$ cat config.mk
export PLATFORM = sky130hd
export DESIGN_NAME = dsd_decimator
export DESIGN_NICKNAME = d
export VERILOG_FILES = /design/src/rtl/dsd_decimator.sv
export SDC_FILE = /design/constraint.sdc
export NUM_CORES = 1
export LEC_CHECK = 0
export CAP_MARGIN = 40
export CORE_ASPECT_RATIO = 1.25
export CORE_UTILIZATION = 50
export CTS_CLUSTER_SIZE = 24
export DETAILED_ROUTE_END_ITERATION = 10
export HOLD_SLACK_MARGIN = 0.1
export PLACE_DENSITY = 0.7
export SLEW_MARGIN = 15
export SYNTH_ARGS = -nofsm -noshare
export SYNTH_HDL_FRONTEND = slang
export SYNTH_SLANG_ARGS = --single-unit
$ cat constraint.sdc
create_clock -name clk -period 16 [get_ports clk]
set_input_delay 1.6 -clock clk [delete_from_list [all_inputs] [get_ports clk]]
set_output_delay 1.6 -clock clk [all_outputs]
set_load 0.02 [all_outputs]
$ cat src/rtl/dsd_decimator.sv
// Third-order CIC (sinc^3) decimator: 1-bit density stream in, signed PCM samples out via wrreq/full.
// Optional build macro DSD_OVF_STATUS_EN adds a sticky overflow flag and a saturating drop counter.
module dsd_decimator #(
    parameter int unsigned R_LOG2 = 7,
    parameter int unsigned OUT_W  = 16,
    parameter int unsigned FILL_N = 3
) (
    input  logic             clk,
    input  logic             reset,
    input  logic             insignal,
    output logic [OUT_W-1:0] data_out,
    output logic             wrreq,
    input  logic             full,
    output logic             ovf,
    output logic [7:0]       drop_cnt
);

    localparam int unsigned ACC_W  = 3 * R_LOG2 + 1;
    localparam int unsigned SW     = ACC_W + 1;
    localparam int unsigned SHIFT  = 3 * R_LOG2 - OUT_W;
    localparam int unsigned FILL_W = (FILL_N < 2) ? 1 : $clog2(FILL_N + 1);

    localparam logic signed [SW-1:0] MID   = SW'(2 ** (3 * R_LOG2 - 1));
    localparam logic signed [SW-1:0] S_MAX = SW'(2 ** (OUT_W - 1) - 1);
    localparam logic signed [SW-1:0] S_MIN = -S_MAX - SW'(1);

    typedef enum logic {
        ST_FILL = 1'b0,
        ST_RUN  = 1'b1
    } state_t;

    state_t              state_q, state_d;
    logic [1:0]          sync_q;
    logic [ACC_W-1:0]    i1_q, i2_q, i3_q;
    logic [ACC_W-1:0]    d1_q, d2_q, d3_q;
    logic [R_LOG2-1:0]   dec_cnt_q;
    logic [FILL_W-1:0]   fill_cnt_q, fill_cnt_d;
    logic [OUT_W-1:0]    data_out_q, data_out_d;
    logic                wr_pend_q, wr_pend_d;

    logic                strobe_c;
    logic [ACC_W-1:0]    c1_c, c2_c, c3_c;
    logic signed [SW-1:0] s_wide_c, s_shift_c, s_sat_c;
    logic [OUT_W-1:0]    sample_c;

    // Input synchronizer, integrators and decimation counter run every clock.
    always_ff @(posedge clk) begin
        if (reset) begin
            sync_q    <= '0;
            i1_q      <= '0;
            i2_q      <= '0;
            i3_q      <= '0;
            dec_cnt_q <= '0;
        end else begin
            sync_q    <= {sync_q[0], insignal};
            i1_q      <= i1_q + ACC_W'(sync_q[1]);
            i2_q      <= i2_q + i1_q;
            i3_q      <= i3_q + i2_q;
            dec_cnt_q <= dec_cnt_q + R_LOG2'(1);
        end
    end

    assign strobe_c = (dec_cnt_q == '1);

    // Comb section: wrap-around arithmetic is exact because the true c3 fits in ACC_W bits.
    always_comb begin
        c1_c = i3_q - d1_q;
        c2_c = c1_c - d2_q;
        c3_c = c2_c - d3_q;
    end

    always_ff @(posedge clk) begin
        if (reset) begin
            d1_q <= '0;
            d2_q <= '0;
            d3_q <= '0;
        end else if (strobe_c) begin
            d1_q <= i3_q;
            d2_q <= c1_c;
            d3_q <= c2_c;
        end
    end

    // Recentre around mid-scale, drop fractional bits, clip the single +full-scale code.
    always_comb begin
        s_wide_c  = $signed({1'b0, c3_c}) - MID;
        s_shift_c = s_wide_c >>> SHIFT;
        if (s_shift_c > S_MAX) begin
            s_sat_c = S_MAX;
        end else if (s_shift_c < S_MIN) begin
            s_sat_c = S_MIN;
        end else begin
            s_sat_c = s_shift_c;
        end
        sample_c = OUT_W'(s_sat_c);
    end

    always_ff @(posedge clk) begin
        if (reset) begin
            state_q    <= ST_FILL;
            fill_cnt_q <= '0;
            data_out_q <= '0;
            wr_pend_q  <= 1'b0;
        end else begin
            state_q    <= state_d;
            fill_cnt_q <= fill_cnt_d;
            data_out_q <= data_out_d;
            wr_pend_q  <= wr_pend_d;
        end
    end

    // FILL discards the settling outputs; RUN publishes one sample per strobe.
    always_comb begin
        state_d    = state_q;
        fill_cnt_d = fill_cnt_q;
        data_out_d = data_out_q;
        wr_pend_d  = 1'b0;
        unique case (state_q)
            ST_FILL: begin
                if (strobe_c) begin
                    fill_cnt_d = fill_cnt_q + FILL_W'(1);
                    if (fill_cnt_q == FILL_W'(FILL_N - 1)) begin
                        state_d = ST_RUN;
                    end
                end
            end
            ST_RUN: begin
                if (strobe_c) begin
                    data_out_d = sample_c;
                    wr_pend_d  = 1'b1;
                end
            end
            default: state_d = ST_FILL;
        endcase
    end

    assign data_out = data_out_q;
    assign wrreq    = wr_pend_q & ~full;

`ifdef DSD_OVF_STATUS_EN
    logic       ovf_q, ovf_d;
    logic [7:0] drop_cnt_q, drop_cnt_d;

    // A pending sample that meets full=1 is lost; record it.
    always_comb begin
        ovf_d      = ovf_q;
        drop_cnt_d = drop_cnt_q;
        if (wr_pend_q && full) begin
            ovf_d = 1'b1;
            if (drop_cnt_q != 8'hFF) begin
                drop_cnt_d = drop_cnt_q + 8'd1;
            end
        end
    end

    always_ff @(posedge clk) begin
        if (reset) begin
            ovf_q      <= 1'b0;
            drop_cnt_q <= '0;
        end else begin
            ovf_q      <= ovf_d;
            drop_cnt_q <= drop_cnt_d;
        end
    end

    assign ovf      = ovf_q;
    assign drop_cnt = drop_cnt_q;
`else
    assign ovf      = 1'b0;
    assign drop_cnt = 8'h00;
`endif

endmodule

# [Word level (Yosys, flattened, before mapping)]
# Index checks and enable logic that the tools add are counted.
# W data, S select, Z words.
[op_classes] addsub=9 n_lt_le_gt_ge=2 eq_ne=2 muxes=6 n_bitwise=3 n_reduce_logical=3
[op_table] operator="$sub A22 B22 Y22" count=3
[op_table] operator="$add A22 B22 Y22" count=2
[op_table] operator="$mux W16" count=2
[op_table] operator="$sub A22 B21 Y23 const B" count=1
[op_table] operator="$add A22 B1 Y22" count=1
[op_table] operator="$gt A18 B16 Y1 const B" count=1
[op_table] operator="$lt A18 B16 Y1 const B" count=1
[op_table] operator="$add A7 B1 Y7 const B" count=1
[op_table] operator="$eq A7 B7 Y1 const B" count=1
[op_table] operator="$mux W1" count=4
[op_table] operator="$reduce_and A2 Y1" count=2
[op_table] operator="$add A2 B1 Y2 const B" count=1
[op_table] operator="$eq A2 B2 Y1 const B" count=1
[op_table] operator="$not A1 Y1" count=2
[op_table] operator="$reduce_or A2 Y1" count=1
[op_table] operator="$and A1 B1 Y1" count=1
[word_totals] reg_bits=161 in_bits=4 word_cells=37

# [Logic depth before layout (Yosys ltp)]
[depth] depth_word=7 ltp_mapped=31

# [Least setup slack after synthesis]
# No wires, ideal clock.
[synth_path] path_type="register -> register" start="reg d1_q[4]" end="reg data_out_q[10] (netlist: data_out[10])" t_arrival_ps=6283 t_required_ps=15868 slack_ps=9584 stages_incl_launch_ff=30 synth_period_minus_slack_ps=6416 cell_sequence="dfxtp_1 inv_1 ha_1 a2111o_1 a31o_2 a21oi_4 o21bai_1 a21oi_1 xnor2_1 ha_1 and3_1 and3_1 o21a_1 or3_1 a21oi_1 xnor2_1 ha_1 a21o_1 a21o_1 a21oi_1 o2bb2ai_2 o41a_1 a21oi_2 o21bai_1 xnor3_1 ha_1 xnor2_1 nor2_1 clkbuf_1 a21oi_1"
[synth_via] elab_chain_len=7 elab_cells_between_ends=8 classes_between="add/sub (4); order compare (2); mux (2)"
[synth_lines] item="start, declared" line="35" source="logic [ACC_W-1:0] d1_q, d2_q, d3_q;"
[synth_lines] item="start signal, assigned" line="78" source="d1_q <= i3_q;"
[synth_lines] item="$sub A22 B22 Y22 *" line="67" source="c1_c = i3_q - d1_q;"
[synth_lines] item="net c1_c[10]" line="42" source="logic [ACC_W-1:0] c1_c, c2_c, c3_c;"
[synth_lines] item="$sub A22 B22 Y22 *" line="68" source="c2_c = c1_c - d2_q;"
[synth_lines] item="net c2_c[13]" line="42"
[synth_lines] item="$sub A22 B22 Y22 *" line="69" source="c3_c = c2_c - d3_q;"
[synth_lines] item="$sub A22 B21 Y23 *" line="86" source="s_wide_c = $signed({1'b0, c3_c}) - MID;"
[synth_lines] item="$lt A18 B16 Y1" line="90" source="end else if (s_shift_c < S_MIN) begin"
[synth_lines] item="$mux W16" line="90"
[synth_lines] item="$mux W16 *" line="88" source="if (s_shift_c > S_MAX) begin"
[synth_lines] item="end signal, assigned" line="107" source="data_out_q <= data_out_d;"
[synth_lines] item="end, declared" line="38" source="logic [OUT_W-1:0] data_out_q, data_out_d;"
# The timed path passes the listed nets; every way through them passes the cells marked *.
# A chain may end at the register's enable or synchronous reset.

# [Worst setup path in the final report]
[layout_path] start="reg i3_q[4]" end="reg data_out_q[4] (netlist: data_out[4])"
[layout_via] elab_chain_len=7 elab_cells_between_ends=8 classes_between="add/sub (4); order compare (2); mux (2)"
[layout_lines] item="start, declared" line="34" source="logic [ACC_W-1:0] i1_q, i2_q, i3_q;"
[layout_lines] item="start signal, assigned" line="58" source="i3_q <= i3_q + i2_q;"
[layout_lines] item="$sub A22 B22 Y22 *" line="67"
[layout_lines] item="net c1_c[10]" line="42"
[layout_lines] item="$sub A22 B22 Y22 *" line="68"
[layout_lines] item="net c2_c[13]" line="42"
[layout_lines] item="$sub A22 B22 Y22 *" line="69"
[layout_lines] item="$sub A22 B21 Y23 *" line="86"
[layout_lines] item="$lt A18 B16 Y1" line="90"
[layout_lines] item="$mux W16" line="90"
[layout_lines] item="$mux W16 *" line="88"
# Marks and branches as above.

==> flow_summary.yaml <==
clocking:
  cts_tree: "built"
  cts_buffers: 17
  cts_max_path_buffers: 2
  cts_hold_buf: 0
  clock-sinks: 161
  clkLatencyLatePin_ns: 0.43
  cts_setup_buffers: 0
  ctsHtreeMaxLevel: 4
  path_clk_slew_ns: 0.07
  cts_root_buffer: "clkbuf_16"
  cts_resized: 0
synthesis:
  yosysWarnings: 0
  netlist_area_mm2: 0.0102
  synthFlopType: "dfxtp_1"
  avgSynthCellArea_um2: 8.09
  synth_cells: 1255
  synth_top_area_share_pct: 31.8
  synth_edf_count: 0
  synthArstFlopShare_pct: 0
  synthTopCellsByArea: "dfxtp_1 32%, ha_1 14%, nand2_1 6.2%"
  synth_seq_cells: 161
  yosysSeqAreaShare_pct: 31.8
  yosysUniqueCellTypes: 63
  synth.largest_area_cell: "dfxtp_1"
critical_path:
  worst_path_max_delay_cell: "a2111o_1"
  crit_family: "compound AO/OA/AOI/OAI gates"
  crit_arrival_ns: 7.13
  startpoint_type: "flop"
  r2r_cells: 29
  endpoint_kind: "flop"
  cp.depth: 29
  cp_num_buf_inv: 1
  critPathMaxStageDelay_ns: 0.51
  crit_fanout: 14
  reg2reg_slack_ns: 9.19
  critPathRequiredTime_ns: 16.32
  crit_type: "flop to flop"
  crit_top_cell: "ha_1"
sta:
  rsz0062_at_grt: "false"
  finalSetupViolations: 0
  final_hold_viol_count: 0
  finalSetupTns_ns: 0
  finalCritPeriodShare_pct: 42.6
  slew_violations: 0
  fin_ws_ns: 9.19
  fmax_mhz: 147
  fin_worst_skew_ns: 0.0107
  tightest_slew_ns: 0.844
  min_period_ns: 6.81
  slew_headroom_pct: 42.3
hold_path:
  worst_hold_path.num_cells: 1
  hp-class: "flop to flop"
routing:
  wl_met3_um: 354
  viasPerCell: 5.29
  wl_per_cell_um: 12.4
  final_antenna_net_count: 0
  drc: 0
  vias: 8131
  drt_iter0_drc: 292
  routed_wl_um: 19000
  met2_length_um: 9860
  dr.max_layer_used: "met4"
  drtPass1Iterations: 4
  met1_length_um: 8400
global_routing:
  antenna_found_initial: 0
  grt_pass1_wl_um: 33800
  grt-ovfl-total: 0
  grt_pass1_vias: 7852
  grt_max_degree: 86
  grt_use_total_pct: 19.8
placement:
  hpwl_um: 13700
  routabilityCongestion: 0.824
  port_buffers: 20
  place_inst: 1504
  dpl_worst_slack_ns: 9.20
cells_and_area:
  antenna_cells: 0
  final_nets: 1377
  num-fill-cells: 1885
  final_cell_mix: "166 x nand2_1, 161 x dfxtp_1, 125 x a21oi_1"
  area_growth_pct: 9.49
  layout.cells.non_filler: 1537
  drive_above_1_share_pct: 5.58
  final_common_cell: "nand2_1"
run_status:
  outcome: "complete, no violations"
pwr:
  peakVddDrop_v: 0.0000878
  p_per_area_mw_per_mm2: 93.8
  leakagePower_nw: 4.70
  power_w: 0.00104
die:
  num_io_pins: 30
  dieArea_mm2: 0.0209
  rows: 57
  start_util_pct: 51.6
  die_width_um: 129
  die_y_um: 161
  coreArea_mm2: 0.0197
job:
  cap_viol_max_count: 0
-- cell families (layout without fill, tap and decap cells) --
| group | Yosys count | count (layout) | synth area share [%] |
|---|---|---|---|
| compound gates | 318 | 318 | 20.6 |
| xor+xnor | 109 | 109 | 9.54 |
| fa+ha+maj | 114 | 114 | 14.3 |
| buf+inv | 132 | 141 | 5.21 |
| flops | 161 | 161 | 31.8 |
| mux | 5 | 5 | 0.542 |
| other cells | 1 | 9 | 0.0369 |
| simple gates | 415 | 415 | 18.0 |
-- cell type report --
cell class	count	area [µm²]	area share, %
Sequential cell	161	3220	29.0
Tap cell	265	332	2.98
Multi-Input combinational cell	970	6430	57.9
Timing Repair Buffer	25	255	2.30
Inverter	84	315	2.84
Clock inverter	12	100	0.901
Clock buffer	20	457	4.11
-- flip-flops by register name, indices dropped and copies added, names as in the netlist --
signal      flops
d1_q           22
d3_q           22
i2_q           22
sync_q          2
i1_q           22
i3_q           22
dec_cnt_q       7
wr_pend_q       1
data_out       16
d2_q           22
state_q         1
fill_cnt_q      2
-- synth_stat cells, types with 10 or more instances --
cell and number:
ha_1 110, and3_1 17, o21ai_0 45, dfxtp_1 161
xnor2_1 61, o21bai_1 11, clkbuf_1 34, a21oi_1 125
nand2_1 167, nor2b_1 18, nand2b_1 10, or3_1 12
o21a_1 12, a211oi_1 20, nor3_1 20, nand3_1 24
xor2_1 47, nor2_1 123, inv_1 84, a21o_1 43
-- where the power goes --
part	leakage [nW]	switching, W	total [W]	internal, W
logic	3.14	0.000138	0.000256	0.000118
registers	1.30	0.00000121	0.000404	0.000402
clock network	0.266	0.000173	0.000383	0.000210
total	4.70	0.000313	0.00104	0.000730
-- metal layers --
| metal | vias to the layer above | track usage [%] |
|---|---|---|
| met2 | 71 | 36.6 |
| met5 | - | 0 |
| met1 | 3726 | 22.1 |
| met4 | 0 | 7.35 |
| met3 | 30 | 3.74 |
| li1 | 4304 | - |
-- through the flow --
stage	utilization, %	hold WS (ns)	area, µm²
after floorplan	-	0.413	10200
after global placement	53.5	0.415	10500
after detailed placement	53.5	0.432	10500
after CTS	56.3	0.442	11100
after global routing	56.5	0.466	11100
final	56.5	0.437	11100
-- worst paths after layout --
path | startpoint | to
hold / removal | dec_cnt_q[0] | dec_cnt_q[0]
setup reg to reg | i3_q[4] | data_out[4]
setup / recovery | i3_q[4] | data_out[4]
hold reg to reg | dec_cnt_q[0] | dec_cnt_q[0]
Power figures use the tool's default switching activity.
